===== src/rtl/exu_lsu_pkg.sv =====
// exu_lsu_pkg -- shared definitions for the EX/MEM load-store unit.
// Holds the RV32 widths, the load/store opcodes, the funct3 access codes,
// the data-memory widths, the LSU state encoding and the lane helpers used
// to build byte enables and lane-positioned store data.
package exu_lsu_pkg;

  localparam int RV32_DATA_WIDTH   = 32;
  localparam int RV32_OPCODE_WIDTH = 7;
  localparam int RV32_FUNCT3_WIDTH = 3;
  localparam int DMEM_ADDR_WIDTH   = 32;
  localparam int DMEM_BE_WIDTH     = 4;

  localparam logic [RV32_OPCODE_WIDTH-1:0] RV32_OPCODE_LOAD  = 7'b0000011;
  localparam logic [RV32_OPCODE_WIDTH-1:0] RV32_OPCODE_STORE = 7'b0100011;

  localparam logic [RV32_FUNCT3_WIDTH-1:0] F3_LB  = 3'd0;
  localparam logic [RV32_FUNCT3_WIDTH-1:0] F3_LH  = 3'd1;
  localparam logic [RV32_FUNCT3_WIDTH-1:0] F3_LW  = 3'd2;
  localparam logic [RV32_FUNCT3_WIDTH-1:0] F3_LBU = 3'd4;
  localparam logic [RV32_FUNCT3_WIDTH-1:0] F3_LHU = 3'd5;
  localparam logic [RV32_FUNCT3_WIDTH-1:0] F3_SB  = 3'd0;
  localparam logic [RV32_FUNCT3_WIDTH-1:0] F3_SH  = 3'd1;
  localparam logic [RV32_FUNCT3_WIDTH-1:0] F3_SW  = 3'd2;

  typedef enum logic [1:0] {
    LSU_IDLE = 2'd0,
    LSU_REQ  = 2'd1,
    LSU_WAIT = 2'd2
  } lsu_state_e;

  // Byte enables of an access; funct3[1:0] encodes the size (byte/half/word).
  function automatic logic [DMEM_BE_WIDTH-1:0] access_be(
    input logic [RV32_FUNCT3_WIDTH-1:0] funct3,
    input logic [1:0]                   offset
  );
    logic [DMEM_BE_WIDTH-1:0] be;
    case (funct3[1:0])
      2'd0:    be = 4'b0001 << offset;
      2'd1:    be = 4'b0011 << offset;
      2'd2:    be = 4'b1111;
      default: be = 4'b0000;
    endcase
    return be;
  endfunction

  // Store data replicated across lanes so the enabled lanes carry it.
  function automatic logic [RV32_DATA_WIDTH-1:0] store_lanes(
    input logic [RV32_FUNCT3_WIDTH-1:0] funct3,
    input logic [RV32_DATA_WIDTH-1:0]   wdata
  );
    logic [RV32_DATA_WIDTH-1:0] lanes;
    case (funct3[1:0])
      2'd0:    lanes = {4{wdata[7:0]}};
      2'd1:    lanes = {2{wdata[15:0]}};
      2'd2:    lanes = wdata;
      default: lanes = 32'h0000_0000;
    endcase
    return lanes;
  endfunction

endpackage


===== src/rtl/exu_lsu_load_align.sv =====
// lsu_load_align -- combinational load data aligner.
// Ports: i_rdata  raw memory word
//        i_offset address bits [1:0] of the load
//        i_funct3 load kind (LB/LH/LW/LBU/LHU)
//        o_rdata  selected lane, sign- or zero-extended to 32 bits
module lsu_load_align
  import exu_lsu_pkg::*;
(
  input  logic [RV32_DATA_WIDTH-1:0]   i_rdata,
  input  logic [1:0]                   i_offset,
  input  logic [RV32_FUNCT3_WIDTH-1:0] i_funct3,
  output logic [RV32_DATA_WIDTH-1:0]   o_rdata
);

  logic [7:0]  byte_s;
  logic [15:0] half_s;

  // Pick the addressed lane, then extend according to the load kind.
  always_comb begin
    byte_s  = 8'h00;
    half_s  = 16'h0000;
    o_rdata = 32'h0000_0000;
    case (i_offset)
      2'd0:    byte_s = i_rdata[7:0];
      2'd1:    byte_s = i_rdata[15:8];
      2'd2:    byte_s = i_rdata[23:16];
      2'd3:    byte_s = i_rdata[31:24];
      default: byte_s = 8'h00;
    endcase
    if (i_offset[1]) begin
      half_s = i_rdata[31:16];
    end else begin
      half_s = i_rdata[15:0];
    end
    case (i_funct3)
      F3_LB:   o_rdata = {{24{byte_s[7]}}, byte_s};
      F3_LH:   o_rdata = {{16{half_s[15]}}, half_s};
      F3_LW:   o_rdata = i_rdata;
      F3_LBU:  o_rdata = {24'h00_0000, byte_s};
      F3_LHU:  o_rdata = {16'h0000, half_s};
      default: o_rdata = 32'h0000_0000;
    endcase
  end

endmodule


===== src/rtl/exu_lsu.sv =====
// exu_lsu -- EX/MEM load-store unit with a single outstanding data access.
// Ports: clk/rst_n           clock, synchronous active-low reset
//        i_valid/i_opcode/i_funct3/i_addr/i_wdata  instruction in the EX/MEM slot
//        o_stall             freeze the upstream pipeline
//        o_rdata/o_rdata_valid  aligned, extended load result
//        o_misalign          misaligned access flagged and dropped
//        o_dmem_*/i_dmem_*   data memory request/grant/response channel
// A request is raised combinationally in IDLE so stores granted at once
// cost no stall; a pending request replays the latched fields in REQ.
module exu_lsu
  import exu_lsu_pkg::*;
(
  input  logic                         clk,
  input  logic                         rst_n,
  input  logic                         i_valid,
  input  logic [RV32_OPCODE_WIDTH-1:0] i_opcode,
  input  logic [RV32_FUNCT3_WIDTH-1:0] i_funct3,
  input  logic [RV32_DATA_WIDTH-1:0]   i_addr,
  input  logic [RV32_DATA_WIDTH-1:0]   i_wdata,
  output logic                         o_stall,
  output logic [RV32_DATA_WIDTH-1:0]   o_rdata,
  output logic                         o_rdata_valid,
  output logic                         o_misalign,
  output logic                         o_dmem_req,
  output logic                         o_dmem_we,
  output logic [DMEM_ADDR_WIDTH-1:0]   o_dmem_addr,
  output logic [DMEM_BE_WIDTH-1:0]     o_dmem_be,
  output logic [RV32_DATA_WIDTH-1:0]   o_dmem_wdata,
  input  logic                         i_dmem_gnt,
  input  logic                         i_dmem_rvalid,
  input  logic [RV32_DATA_WIDTH-1:0]   i_dmem_rdata
);

  lsu_state_e                   state_r, state_nxt_s;
  logic [RV32_FUNCT3_WIDTH-1:0] funct3_r;
  logic                         we_r;
  logic [1:0]                   off_r;
  logic [DMEM_BE_WIDTH-1:0]     be_r;
  logic [RV32_DATA_WIDTH-1:0]   wdata_r;
  logic [DMEM_ADDR_WIDTH-3:0]   addr_r;

  logic                         is_load_s, is_store_s, legal_s, misal_s;
  logic                         start_s, flag_misalign_s;
  logic [DMEM_BE_WIDTH-1:0]     new_be_s;
  logic [RV32_DATA_WIDTH-1:0]   new_wdata_s, aligned_s;

  // Decode the slot: legality, alignment and the lane-positioned fields.
  always_comb begin
    is_load_s  = (i_opcode == RV32_OPCODE_LOAD);
    is_store_s = (i_opcode == RV32_OPCODE_STORE);
    legal_s    = (is_load_s  && ((i_funct3 == F3_LB) || (i_funct3 == F3_LH) ||
                                 (i_funct3 == F3_LW) || (i_funct3 == F3_LBU) ||
                                 (i_funct3 == F3_LHU))) ||
                 (is_store_s && ((i_funct3 == F3_SB) || (i_funct3 == F3_SH) ||
                                 (i_funct3 == F3_SW)));
    // funct3[1:0] is the size for every legal code, signed or not.
    misal_s    = ((i_funct3[1:0] == 2'd1) && i_addr[0]) ||
                 ((i_funct3[1:0] == 2'd2) && (i_addr[1:0] != 2'b00));
    start_s         = i_valid && legal_s && !misal_s;
    flag_misalign_s = i_valid && legal_s && misal_s;
    new_be_s        = access_be(i_funct3, i_addr[1:0]);
    new_wdata_s     = store_lanes(i_funct3, i_wdata);
  end

  lsu_load_align u_load_align (
    .i_rdata  (i_dmem_rdata),
    .i_offset (off_r),
    .i_funct3 (funct3_r),
    .o_rdata  (aligned_s)
  );

  // Next-state and output decode; reset forces every output to zero.
  always_comb begin
    state_nxt_s   = state_r;
    o_stall       = 1'b0;
    o_misalign    = 1'b0;
    o_dmem_req    = 1'b0;
    o_dmem_we     = 1'b0;
    o_dmem_addr   = 32'h0000_0000;
    o_dmem_be     = 4'b0000;
    o_dmem_wdata  = 32'h0000_0000;
    o_rdata_valid = 1'b0;
    o_rdata       = 32'h0000_0000;
    if (!rst_n) begin
      state_nxt_s = LSU_IDLE;
    end else begin
      case (state_r)
        LSU_IDLE: begin
          if (start_s) begin
            o_dmem_req   = 1'b1;
            o_dmem_we    = is_store_s;
            o_dmem_addr  = {i_addr[31:2], 2'b00};
            o_dmem_be    = new_be_s;
            o_dmem_wdata = new_wdata_s;
            if (i_dmem_gnt) begin
              if (is_store_s) begin
                state_nxt_s = LSU_IDLE;
              end else begin
                state_nxt_s = LSU_WAIT;
                o_stall     = 1'b1;
              end
            end else begin
              state_nxt_s = LSU_REQ;
              o_stall     = 1'b1;
            end
          end else if (flag_misalign_s) begin
            o_misalign = 1'b1;
          end else begin
            state_nxt_s = LSU_IDLE;
          end
        end
        LSU_REQ: begin
          o_dmem_req   = 1'b1;
          o_dmem_we    = we_r;
          o_dmem_addr  = {addr_r, 2'b00};
          o_dmem_be    = be_r;
          o_dmem_wdata = wdata_r;
          if (i_dmem_gnt) begin
            if (we_r) begin
              state_nxt_s = LSU_IDLE;
            end else begin
              state_nxt_s = LSU_WAIT;
              o_stall     = 1'b1;
            end
          end else begin
            o_stall = 1'b1;
          end
        end
        LSU_WAIT: begin
          if (i_dmem_rvalid) begin
            o_rdata_valid = 1'b1;
            o_rdata       = aligned_s;
            state_nxt_s   = LSU_IDLE;
          end else begin
            o_stall = 1'b1;
          end
        end
        default: begin
          state_nxt_s = LSU_IDLE;
        end
      endcase
    end
  end

  // State register and access latch, captured only when IDLE starts an access.
  always_ff @(posedge clk) begin
    if (!rst_n) begin
      state_r  <= LSU_IDLE;
      funct3_r <= 3'd0;
      we_r     <= 1'b0;
      off_r    <= 2'd0;
      be_r     <= 4'b0000;
      wdata_r  <= 32'h0000_0000;
      addr_r   <= 30'd0;
    end else begin
      state_r <= state_nxt_s;
      if ((state_r == LSU_IDLE) && start_s) begin
        funct3_r <= i_funct3;
        we_r     <= is_store_s;
        off_r    <= i_addr[1:0];
        be_r     <= new_be_s;
        wdata_r  <= new_wdata_s;
        addr_r   <= i_addr[31:2];
      end
    end
  end

endmodule


===== config.mk =====
export PLATFORM = sky130hd
export DESIGN_NAME = exu_lsu
export DESIGN_NICKNAME = d
export VERILOG_FILES = /design/src/rtl/exu_lsu_pkg.sv /design/src/rtl/exu_lsu_load_align.sv /design/src/rtl/exu_lsu.sv
export SDC_FILE = /design/constraint.sdc
export NUM_CORES = 1
export LEC_CHECK = 0
export CAP_MARGIN = 10
export CELL_PAD_IN_SITES_DETAIL_PLACEMENT = 0
export CELL_PAD_IN_SITES_GLOBAL_PLACEMENT = 2
export CORE_MARGIN = 2
export CORE_UTILIZATION = 25
export DETAILED_ROUTE_END_ITERATION = 10
export GPL_ROUTABILITY_DRIVEN = 0
export GPL_TIMING_DRIVEN = 0
export PLACE_DENSITY_LB_ADDON = 0.1
export RECOVER_POWER = 50
export SYNTH_ARGS = -nofsm -noshare
export SYNTH_HDL_FRONTEND = slang
export SYNTH_SLANG_ARGS = --single-unit

===== constraint.sdc =====
create_clock -name clk -period 3.4 [get_ports clk]
set_input_delay 0.51 -clock clk [delete_from_list [all_inputs] [get_ports clk]]
set_output_delay 0.51 -clock clk [all_outputs]
set_load 0.03 [all_outputs]

==> flow_summary.toml <==
[outcome]
status = "completed"

[floorplanning]
initial_core_util = 0.257
core_area_mm2 = 0.0197
die_h_um = 146
io_pins = 216
die_area_mm2 = 0.0213
die_x_um = 146
row_count = 51

[worst_setup_path]
crit_fanout = 10
critPathLaunchType = "input pin"
required_ns = 2.89
worstSetupPathType = "in -> out"
critPathCaptureType = "output port"
critPathArrivalTime_ns = 2.83

[timing]
worst_pin_slew_ns = 0.759
fmax_ghz = 0.300
finalClockSkew_ns = 0.0118
relSlewSlack = 0.494
hold_violations = 0
setup_viol = 0
finalCritPeriodShare = 0.981
fin_crit_ns = 3.34
rsz0062_at_grt = "yes"
whs_ns = 0.459
finalMaxSlewViolations = 0

[pwr]
total_leakage_power_nw = 3.23
power_frac_seq = 0.397
switching_share = 0.243
power.switching_mw = 0.534
ir_drop_mv = 0.290
p_per_area_mw_per_mm2 = 289
internal_power_mw = 1.66
pwr-share-comb = 0.149
p_clk_frac = 0.454

[final_layout]
areaGrowthSynthToFinish_pct = 50.4
drive_gt1_frac = 0.0896
finalNetCount = 966
n_antenna_cell = 0
n_fill_cell = 2090
design_area_mm2 = 0.00759

[synth]
synth.mux.area_fraction = 0.173
yosys_warnings = 0
synth_edf_count = 0
synthTopCellsByCount = "nand2_1 (159), mux2i_1 (85), dfxtp_1 (74)"
yosys-top-cells-area = "dfxtp_1 (29%), mux2i_1 (17%), nand2_1 (12%)"
synth-compound-area-share = 0.248
synth-main-ff-cell = "dfxtp_1"
synth.distinct_cells = 49
synth_area_per_cell_um2 = 8.01
synth_top_cell_area_share = 0.294
yosys.area.top_type = "dfxtp_1"
synthAdderAreaFrac = 0
yosys.area_share.simple = 0.195
synthXorXnorAreaFrac = 0.00174
synthArstFlopShare = 0
yosys.cell_count.top_type = "nand2_1"
postSynthCellCount = 630
synth_top_family_by_area = "compound AO/OA/AOI/OAI gates"
ys_seq_area_frac = 0.294
ys_ff_latch = 74
syn_area_mm2 = 0.00505

[route]
antenna_left = 0
drcViolationCount = 0
vias = 5518
first_pass_iters = 4
wire_per_inst_um = 17.9
drt_iter0_drc = 259
vias_per_cell = 4.91
finalWirelength_um = 20100

[global_routing]
grt_pass1_vias = 5566
antenna_found_initial = 0
grt_overflow = 0
grt_pass1_wl_um = 31300
grt.total_usage = 0.184
grt_max_degree = 12

[clocking]
cts.sinks = 74
ctsHoldBuffers = 0
htreeDepth = 3
numCtsBuffers = 9
cts_tree = "done"
clock_path_buffers = 2
clockRootBuffer = "clkbuf_16"
clk_latency_ns = 0.34
cts.clk_slew.worst_paths_ns = 0.06

[flow_run]
cap_violations = 0

[place]
placed_area_mm2 = 0.00750
io_buffer_count = 212
place_hpwl_um = 15200

[hold_path]
min_path_type = "reg -> reg"
-- cell usage in the layout (no fill, tap or decap), drive strengths merged, types with 3 or more instances in the layout --
cell type	count
clkdlybuf4s50	131
clkbuf	72
dlygate4sd2	44
a21oi	51
nor2	13
nand4	12
a31oi	3
a22o	57
nor3b	4
nor2b	10
nand3b	8
inv	7
dfxtp	74
buf	27
o21ai	35
o211a	10
a22oi	8
o21bai	3
dlymetal6s2s	10
nand2	159
mux2i	85
-- worst max-delay path, stage by stage --
cell and delay (ns):
dlygate4sd3_1 0.67, nor2b_4 0.25, and2_1 0.16, clkbuf_1 0.17, buf_4 0.23, buf_2 0.24, a22o_1 0.18, dlygate4sd2_1 0.40
-- layer usage --
metal | global-route usage | routed length, um
met1 | 0.243 | 9060
met2 | 0.304 | 9450
met3 | 0.0497 | 1400
met4 | 0.0374 | 172
met5 | 0 | 0
-- repair_timing --
item,CTS,global route
setup buffers,1,0
endpoints found under the setup margin,77,64
pin swaps,1,0
gates resized for setup,69,66
cloned,0,0
-- path summary, 6_finish.rpt --
| check | slack (ns) | from | depth (start not counted) | endpoint |
|---|---|---|---|---|
| worst max-delay path | 0.06 | rst_n | 8 | o_dmem_addr[22] |
| worst min-delay path | 0.46 | be_r[3]$_SDFFE_PN0P_ | 2 | be_r[3]$_SDFFE_PN0P_ |
| worst max register to register | 1.09 | state_r[0]$_SDFFE_PN0P_ | 7 | wdata_r[30]$_SDFFE_PN0P_ |
| worst min register to register | 0.46 | be_r[3]$_SDFFE_PN0P_ | 2 | be_r[3]$_SDFFE_PN0P_ |
-- power by group through the flow --
| stage | logic, mW | registers, mW | clock network, mW |
|---|---|---|---|
| after floorplan | 0.126 | 0.888 | 0 |
| after CTS | 0.328 | 0.869 | 1.03 |
| after global routing | 0.356 | 0.869 | 1.07 |
| after global placement | 0.323 | 0.888 | 0 |
| final | 0.327 | 0.870 | 0.995 |
| after detailed placement | 0.326 | 0.889 | 0 |
-- state kept, by name (all words and copies together), names as in the netlist --
| name | flops |
|---|---|
| off_r | 2 |
| addr_r | 30 |
| we_r | 1 |
| funct3_r | 3 |
| be_r | 4 |
| state_r | 2 |
| wdata_r | 32 |
-- kinds of logic (layout without fill, tap and decap cells) --
kind of cell    count (synthesis)  count (layout)
compound gates                181             181
xor+xnor                        1               1
buf+inv                        68             296
flops                          74              74
mux                            87              87
other cells                     1               2
simple gates                  218             218
-- area by class of cell --
| cell class | instances | area [um2] | area share |
|---|---|---|---|
| Multi-Input combinational cell | 489 | 3130 | 0.412 |
| Timing Repair Buffer | 213 | 1970 | 0.259 |
| Sequential cell | 74 | 1480 | 0.195 |
| Buffer | 61 | 345 | 0.0455 |
| Tap cell | 265 | 332 | 0.0437 |
| Clock buffer | 13 | 270 | 0.0356 |
| Clock inverter | 2 | 35.0 | 0.00462 |
| Inverter | 7 | 26.3 | 0.00346 |
-- per-stage QoR --
| step | cells | setup slack, ns | setup TNS [ns] | power (mW) | util |
|---|---|---|---|---|---|
| floorplan | 631 | 0.838 | 0 | 1.01 | - |
| global placement | 1108 | -0.387 | -18.46 | 1.21 | 0.382 |
| detailed placement | 1108 | -0.343 | -15.62 | 1.21 | 0.382 |
| CTS | 1124 | 0.00992 | 0 | 2.23 | 0.394 |
| global route | 1124 | -0.0694 | -1.01 | 2.29 | 0.386 |
| finish | 1124 | 0.0630 | 0 | 2.19 | 0.386 |
No activity file was read; power rests on OpenSTA's default activity.
